### src/rtl/axil_mem_ctrl.sv
// axil_mem_ctrl: AXI-Lite slave memory with byte strobes, address range
// check, programmable read/write latency and runtime error injection.
//
// Ports:
//   clk, rst         clock (rising edge), synchronous active-high reset
//   err_mode         00/11 range check, 01 force OKAY, 10 force SLVERR
//   ar_* / r_*       read address / read data channels
//   aw_* / w_* / b_* write address / write data / write response channels
//
// Read and write paths are independent FSMs. Each commits (samples memory,
// err_mode and the address check) on the edge that enters its RESP state.
module axil_mem_ctrl #(
  parameter int ADDR_WDTH = 8,
  parameter int DATA_WDTH = 32,
  parameter int RESP_WDTH = 2,
  parameter int DEPTH     = 16,
  parameter int RD_LAT    = 1,
  parameter int WR_LAT    = 1
) (
  input  logic                   clk,
  input  logic                   rst,
  input  logic [1:0]             err_mode,
  input  logic                   ar_valid,
  output logic                   ar_ready,
  input  logic [ADDR_WDTH-1:0]   ar_address,
  output logic                   r_valid,
  input  logic                   r_ready,
  output logic [DATA_WDTH-1:0]   r_data,
  output logic [RESP_WDTH-1:0]   r_resp,
  input  logic                   aw_valid,
  output logic                   aw_ready,
  input  logic [ADDR_WDTH-1:0]   aw_address,
  input  logic                   w_valid,
  output logic                   w_ready,
  input  logic [DATA_WDTH-1:0]   w_data,
  input  logic [DATA_WDTH/8-1:0] w_strb,
  output logic                   b_valid,
  input  logic                   b_ready,
  output logic [RESP_WDTH-1:0]   b_resp
);

  localparam int unsigned BYTES = DATA_WDTH / 8;
  localparam int unsigned OFFS  = $clog2(BYTES);
  localparam int unsigned IW    = $clog2(DEPTH);
  localparam int unsigned RCW   = $clog2(RD_LAT + 1);
  localparam int unsigned WCW   = $clog2(WR_LAT + 1);

  localparam logic [RESP_WDTH-1:0] OKAY   = '0;
  localparam logic [RESP_WDTH-1:0] SLVERR = RESP_WDTH'(2);

  typedef enum logic [1:0] {R_IDLE, R_WAIT, R_RESP} rd_state_t;
  typedef enum logic [1:0] {W_IDLE, W_WAIT, W_RESP} wr_state_t;

  function automatic logic in_range(input logic [ADDR_WDTH-1:0] a);
    logic [ADDR_WDTH:0] idx;
    idx = {1'b0, a >> OFFS};
    return idx < (ADDR_WDTH+1)'(DEPTH);
  endfunction

  function automatic logic [IW-1:0] word_idx(input logic [ADDR_WDTH-1:0] a);
    return IW'(a >> OFFS);
  endfunction

  function automatic logic access_ok(input logic [1:0] mode, input logic inr);
    case (mode)
      2'b01:   return inr;
      2'b10:   return 1'b0;
      default: return inr;
    endcase
  endfunction

  function automatic logic [RESP_WDTH-1:0] resp_of(input logic [1:0] mode,
                                                   input logic inr);
    case (mode)
      2'b01:   return OKAY;
      2'b10:   return SLVERR;
      default: return inr ? OKAY : SLVERR;
    endcase
  endfunction

  logic [DATA_WDTH-1:0] r_mem [DEPTH];

  // ---------------- read path ----------------
  rd_state_t             r_rd_state;
  logic [RCW-1:0]        r_rd_cnt;
  logic [ADDR_WDTH-1:0]  r_ar_addr;

  logic                  w_rd_commit;
  logic [ADDR_WDTH-1:0]  w_rd_addr;
  logic                  w_rd_inr;
  logic [DATA_WDTH-1:0]  w_rd_data;
  logic [RESP_WDTH-1:0]  w_rd_resp;

  // With RD_LAT=1 the commit happens on the AR handshake edge itself,
  // so the live address is used instead of the latched one.
  assign w_rd_addr   = (r_rd_state == R_IDLE) ? ar_address : r_ar_addr;
  assign w_rd_inr    = in_range(w_rd_addr);
  assign w_rd_data   = access_ok(err_mode, w_rd_inr) ? r_mem[word_idx(w_rd_addr)] : '0;
  assign w_rd_resp   = resp_of(err_mode, w_rd_inr);
  assign w_rd_commit = ((r_rd_state == R_IDLE) && ar_valid && (RD_LAT == 1)) ||
                       ((r_rd_state == R_WAIT) && (r_rd_cnt == RCW'(1)));

  always_ff @(posedge clk) begin
    if (rst) begin
      r_rd_state <= R_IDLE;
      r_rd_cnt   <= '0;
      r_ar_addr  <= '0;
      ar_ready   <= 1'b1;
      r_valid    <= 1'b0;
      r_data     <= '0;
      r_resp     <= '0;
    end else begin
      unique case (r_rd_state)
        R_IDLE: begin
          if (ar_valid) begin
            r_ar_addr <= ar_address;
            ar_ready  <= 1'b0;
            if (RD_LAT == 1) begin
              r_rd_state <= R_RESP;
            end else begin
              r_rd_cnt   <= RCW'(RD_LAT - 1);
              r_rd_state <= R_WAIT;
            end
          end
        end
        R_WAIT: begin
          if (r_rd_cnt == RCW'(1)) r_rd_state <= R_RESP;
          else                     r_rd_cnt   <= r_rd_cnt - 1'b1;
        end
        R_RESP: begin
          if (r_ready) begin
            r_valid    <= 1'b0;
            ar_ready   <= 1'b1;
            r_rd_state <= R_IDLE;
          end
        end
        default: r_rd_state <= R_IDLE;
      endcase
      if (w_rd_commit) begin
        r_data  <= w_rd_data;
        r_resp  <= w_rd_resp;
        r_valid <= 1'b1;
      end
    end
  end

  // ---------------- write path ----------------
  wr_state_t             r_wr_state;
  logic [WCW-1:0]        r_wr_cnt;
  logic [ADDR_WDTH-1:0]  r_aw_addr;
  logic [DATA_WDTH-1:0]  r_wdata;
  logic [BYTES-1:0]      r_wstrb;

  logic                  w_aw_hs;
  logic                  w_w_hs;
  logic                  w_have_both;
  logic                  w_wr_commit;
  logic [ADDR_WDTH-1:0]  w_wr_addr;
  logic [DATA_WDTH-1:0]  w_wr_data;
  logic [BYTES-1:0]      w_wr_strb;
  logic                  w_wr_inr;
  logic                  w_wr_ok;
  logic [IW-1:0]         w_wr_idx;

  // Readies are only high in W_IDLE, so these handshakes imply W_IDLE.
  // A ready that is already low in W_IDLE means that channel is held.
  assign w_aw_hs     = aw_valid & aw_ready;
  assign w_w_hs      = w_valid & w_ready;
  assign w_have_both = (w_aw_hs | ~aw_ready) & (w_w_hs | ~w_ready);
  assign w_wr_addr   = w_aw_hs ? aw_address : r_aw_addr;
  assign w_wr_data   = w_w_hs  ? w_data     : r_wdata;
  assign w_wr_strb   = w_w_hs  ? w_strb     : r_wstrb;
  assign w_wr_inr    = in_range(w_wr_addr);
  assign w_wr_ok     = access_ok(err_mode, w_wr_inr);
  assign w_wr_idx    = word_idx(w_wr_addr);
  assign w_wr_commit = ((r_wr_state == W_IDLE) && w_have_both && (WR_LAT == 1)) ||
                       ((r_wr_state == W_WAIT) && (r_wr_cnt == WCW'(1)));

  always_ff @(posedge clk) begin
    if (rst) begin
      r_wr_state <= W_IDLE;
      r_wr_cnt   <= '0;
      r_aw_addr  <= '0;
      r_wdata    <= '0;
      r_wstrb    <= '0;
      aw_ready   <= 1'b1;
      w_ready    <= 1'b1;
      b_valid    <= 1'b0;
      b_resp     <= '0;
      for (int unsigned i = 0; i < DEPTH; i++) r_mem[i] <= '0;
    end else begin
      unique case (r_wr_state)
        W_IDLE: begin
          if (w_aw_hs) begin
            r_aw_addr <= aw_address;
            aw_ready  <= 1'b0;
          end
          if (w_w_hs) begin
            r_wdata <= w_data;
            r_wstrb <= w_strb;
            w_ready <= 1'b0;
          end
          if (w_have_both) begin
            if (WR_LAT == 1) begin
              r_wr_state <= W_RESP;
            end else begin
              r_wr_cnt   <= WCW'(WR_LAT - 1);
              r_wr_state <= W_WAIT;
            end
          end
        end
        W_WAIT: begin
          if (r_wr_cnt == WCW'(1)) r_wr_state <= W_RESP;
          else                     r_wr_cnt   <= r_wr_cnt - 1'b1;
        end
        W_RESP: begin
          if (b_ready) begin
            b_valid    <= 1'b0;
            aw_ready   <= 1'b1;
            w_ready    <= 1'b1;
            r_wr_state <= W_IDLE;
          end
        end
        default: r_wr_state <= W_IDLE;
      endcase
      if (w_wr_commit) begin
        if (w_wr_ok) begin
          for (int unsigned i = 0; i < BYTES; i++) begin
            if (w_wr_strb[i]) r_mem[w_wr_idx][8*i +: 8] <= w_wr_data[8*i +: 8];
          end
        end
        b_resp  <= resp_of(err_mode, w_wr_inr);
        b_valid <= 1'b1;
      end
    end
  end

endmodule
### config.mk
export PLATFORM = sky130hd
export DESIGN_NAME = axil_mem_ctrl
export DESIGN_NICKNAME = d
export VERILOG_FILES = /design/src/rtl/axil_mem_ctrl.sv
export SDC_FILE = /design/constraint.sdc
export NUM_CORES = 1
export LEC_CHECK = 0
export ABC_AREA = 0
export BUFFER_PORTS_ARGS = -buffer_cell sky130_fd_sc_hd__buf_4
export CAP_MARGIN = 20
export CORE_MARGIN = 10
export CORE_UTILIZATION = 35
export CTS_CLUSTER_DIAMETER = 150
export CTS_CLUSTER_SIZE = 30
export DETAILED_ROUTE_END_ITERATION = 12
export SLEW_MARGIN = 20
export SYNTH_ARGS = -nofsm -noshare
export SYNTH_HDL_FRONTEND = slang
export SYNTH_SLANG_ARGS = --single-unit
### constraint.sdc
create_clock -name clk -period 2.78 [get_ports clk]
set_input_delay 0.278 -clock clk [delete_from_list [all_inputs] [get_ports clk]]
set_output_delay 0.278 -clock clk [all_outputs]
set_load 0.02 [all_outputs]
Word level (Yosys, flattened, before mapping) --
Memory sizes are Yosys's and may differ from the RTL's. Index checks and enable logic that the tools add are counted.
Operators by class: add/subtract/negate cells 2, $mul 0, divide/modulo/power cells 0, $lt $le $gt $ge 2, equality and inequality tests 14, shifts and indexed selects 0, muxes and demuxes 60, bitwise logic cells 7, reductions and logical operators 24
Operator list (count):
- $mux 32 | 3
- $mux 1 | 37
- $reduce_or 32->1 | 1
- $mux 2 | 8
- $mux 8 | 2
- $ne 2x2->1 const B | 8
- $reduce_and 3->1 | 5
- $lt 6x5->1 const B | 2
- $mux 4 | 3
- $pmux 2 s3 | 2
- $reduce_bool 2->1 | 6
- $pmux 2 s2 | 2
- $reduce_and 2->1 | 4
- $eq 2x1->1 const B | 3
- $eq 2x2->1 const B | 3
- $pmux 1 s2 | 3
- $logic_and 1x1->1 | 4
- $logic_not 2->1 | 2
- $and 1x1->1 | 3
- $logic_or 1x1->1 | 2
- $not 1->1 | 2
- $or 1x1->1 | 2
- $sub 1x1->1 const B | 2
Storage, ports and cells: register bits after elaboration 99, latch bits 0, bits in writable memories 512, bits in read-only memories 0, bits of input ports 61, output and inout bits 41, logic and storage cells 127, memories 1
Memories:
- r_mem | depth 16, bits a word 32, rd ports 1, clocked after memory_dff 0, write ports 16, line 81 | logic [DATA_WDTH-1:0] r_mem [DEPTH];

Depth between registers and ports, before layout --
depth in word-level cells 10, depth in mapped cells 10, depth with buffers taken out 7

Worst setup path after synthesis --
No wires, ideal clock.
kind register -> register, from reg w_ready, to mem r_mem[13][10], enable pin, library setup time 0.334 ns, arrival 2.348 ns, data required time 2.446 ns, path slack 0.097 ns, cell stages (with the launch flop) 9, buffers on the path 2, period minus slack after synthesis 2.683 ns, cell sequence dfxtp_1 nor2b_1 a211o_1 or4_1 clkbuf_1 a21oi_2 buf_4 nand2_1 nand2b_1
RTL lines:
- start: declaration | line 34 | output logic w_ready,
- start signal: assignment | line 187 | w_ready <= 1'b1;
- start signal: assignment | line 201 | w_ready <= 1'b0;
- start signal: assignment | line 220 | w_ready <= 1'b1;
- end: declaration | line 81

==> reports/results.tsv <==
metric	value	unit
layout-drive-gt1-share	0.1298	
max_stage_delay	0.76	ns
layout_common_cells	nor2_1 (666), edfxtp_1 (512), nand2_1 (335), buf_4 (258), a21oi_1 (216)	
layout_commonest_cell	nor2_1	
min_path_type	primary input to register	
hold_viol	0	
path_class	register to register	
cts_root_buf	clkbuf_16	
critPathMostFrequentCell	nand2_1	
start_kind	register	
slew_headroom	0.3717	
area_growth_syn_to_layout	13.73	%
insertion_delay	0.60	ns
cp_num_buf_inv	1	
start_util	0.3538	
num_io_pins	102	
synth_edf_count	512	
nNetsFinal	2981	
cts.reportedPaths.clkPinSlew	0.12	ns
drc	0	
row_count	103	
cp_slowest_cell	nor2_1	
maxCapViolations	0	
hpwl	60.42	mm
worstPathArrival	2.95	ns
grt_setup_unrepaired	no	
core	79260	sq um
wl	87.15	mm
globalRouteOverflowTotal	0	
finalClockSkew	0.02427	ns
status	completed	
fmax	373.1	MHz
post-route-period-util	0.9642	
cp_cell_sequence	nand2_1, buf_4, nor3b_1, a31oi_1, nor2_1, nand2_1, nand2b_1	
cp-end-kind	register	
setup_viol	0	
crit_fanout	17	
ys_ff_latch	599	
p_per_area	540.8	nW/um^2
avgSynthCellArea	9.972	sq um
syn_area	28040	sq um
finalCriticalPeriod	2.680	ns
cts_max_path_buffers	3	
async_reset_ff_frac	0	
globalplace.congestion	0.8917	
worst_pin_slew	0.9390	ns
post_cts_buffers	0	
cts_tree	built	
utilization	0.4024	
drtAntennaViolNets	0	
antenna_found_initial	1	
grt_max_degree	82	
first_pass_iters	6	
vias	21940	
track_usage	0.1837	
critPathTopFamily	simple AND/OR/NAND/NOR gates	
irDropWorstVdd	0.4497	mV
synth-warning-count	0	
wire_per_inst	21.86	um
drv_slew	0	
syn-instance-count	2812	
clock-sinks	599	
fp.dieArea	91840	sq um
synth.distinct_cells	55	
required	3.05	ns
grt_pass1_wl	130.3	mm
numCtsBuffers	23	
grt_pass1_vias	20370	
tns	0	ns
drt-initial-drc-count	2529	
io_buffers	95	
avgViaCountPerCell	5.504	
cts-htree-levels	1	
synthFlopType	edfxtp_1	
ys_seq_area_frac	0.6104	
power_leakage	10.79	nW
fillers	7638	
die_y	303.1	um
fp.dieW	303.1	um
[cell usage after synthesis, types with 5 or more instances]
cell type	instances	area [sq um]
a31oi_1	38	237.7
edfxtp_1	512	15370
nor3b_1	5	37.54
o221ai_1	59	516.8
a22oi_1	10	75.07
inv_1	11	41.29
nor2_1	667	2504
dfxtp_1	87	1742
a2bb2oi_1	29	254.0
nand3_1	98	490.5
and2_0	9	56.30
nor2b_1	6	37.54
mux2i_1	46	460.4
buf_1	15	56.30
buf_4	6	45.04
nand2b_1	75	469.2
clkbuf_1	187	701.9
o211ai_1	21	157.7
and2_1	52	325.3
o21ai_0	156	780.8
nand2_2	20	125.1
nand2_1	336	1261
a41oi_1	30	262.8
buf_2	5	25.02
a21oi_1	216	1081
a211oi_1	65	488.0
[report_power, final]
part           internal, W  total [W]  switching [W]
clock              0.00161    0.00433        0.00272
combinational     0.000857    0.00271        0.00185
sequential          0.0100     0.0102       0.000168
total               0.0125     0.0172        0.00474
[final cells by class]
cell class / count / area, sq um / share of cell area
flip-flops and latches: 599 / 17130 / 0.5370
multi-input cells: 1990 / 10260 / 0.3216
repair buffers: 294 / 2507 / 0.07862
well taps: 1050 / 1314 / 0.04119
clock buffers: 41 / 644.4 / 0.02020
inverters: 11 / 41.29 / 0.001295
diodes: 1 / 2.502 / 0.00007846
[what timing repair did]
| action | in CTS | in global routing |
|---|---|---|
| hold buffers | 15 | 0 |
| cloned | 0 | 0 |
| resized for setup | 1 | 5 |
| pin swaps | 0 | 0 |
| endpoints found under the setup margin | 8 | 35 |
| endpoints found under the hold margin | 19 | 0 |
[state kept, by name (all words and copies together) (netlist names), 4 cells and up]
signal     cells
r_data        32
r_wstrb        4
r_mem        512
r_ar_addr      4
r_wdata       32
r_aw_addr      6
[worst min-delay path, cell delays in order]
cell,delay [ns]
buf_4,0.09
inv_1,0.04
a21oi_1,0.13
o21bai_1,0.07
[stage by stage]
| stage | hold WS, ns | std cells | worst slack (ns) | area [sq um] | total power, W |
|---|---|---|---|---|---|
| after floorplan | 0.4140 | 2813 | 0.09728 | 28050 | 0.01188 |
| after global placement | 0.4446 | 3929 | 0.01730 | 31080 | 0.01305 |
| after detailed placement | 0.4567 | 3929 | -0.01394 | 31080 | 0.01307 |
| after CTS | 0.01602 | 3985 | 0.08280 | 31880 | 0.01726 |
| after global routing | 0.07905 | 3986 | 0.002776 | 31890 | 0.01781 |
| final | 0.03893 | 3986 | 0.09962 | 31890 | 0.01725 |
[layer usage]
layer / vias to the layer above / GRT usage / wire length [um]
met1: 10690 / 0.2707 / 38930
met2: 937 / 0.2892 / 39440
li1: 10220 / - / -
met5: - / 0 / 0
met3: 94 / 0.01775 / 6933
met4: 0 / 0.04012 / 1846
[cell families (layout without fill, tap and decap cells)]
logic type | after synthesis | count (layout) | synth area share
multiplexers | 52 | 52 | 0.01963
AO/OA/AOI/OAI | 655 | 655 | 0.1464
buffers and inverters | 224 | 346 | 0.03101
flip-flops | 599 | 599 | 0.6104
other | 1 | 3 | 0.0001337
AND/OR/NAND/NOR | 1280 | 1280 | 0.1920
adder cells (fa/ha/maj) | 1 | 1 | 0.0004461
[final timing paths]
kind	startpoint	end	slack, ns	cells after the start
max reg2reg	aw_ready	r_mem[11][13]	0.1	7
min	aw_valid	aw_ready	0.04	4
min reg2reg	r_ar_addr[4]	r_ar_addr[4]	0.47	2
max	aw_ready	r_mem[11][13]	0.1	7
(Power assumes the default switching activity.)
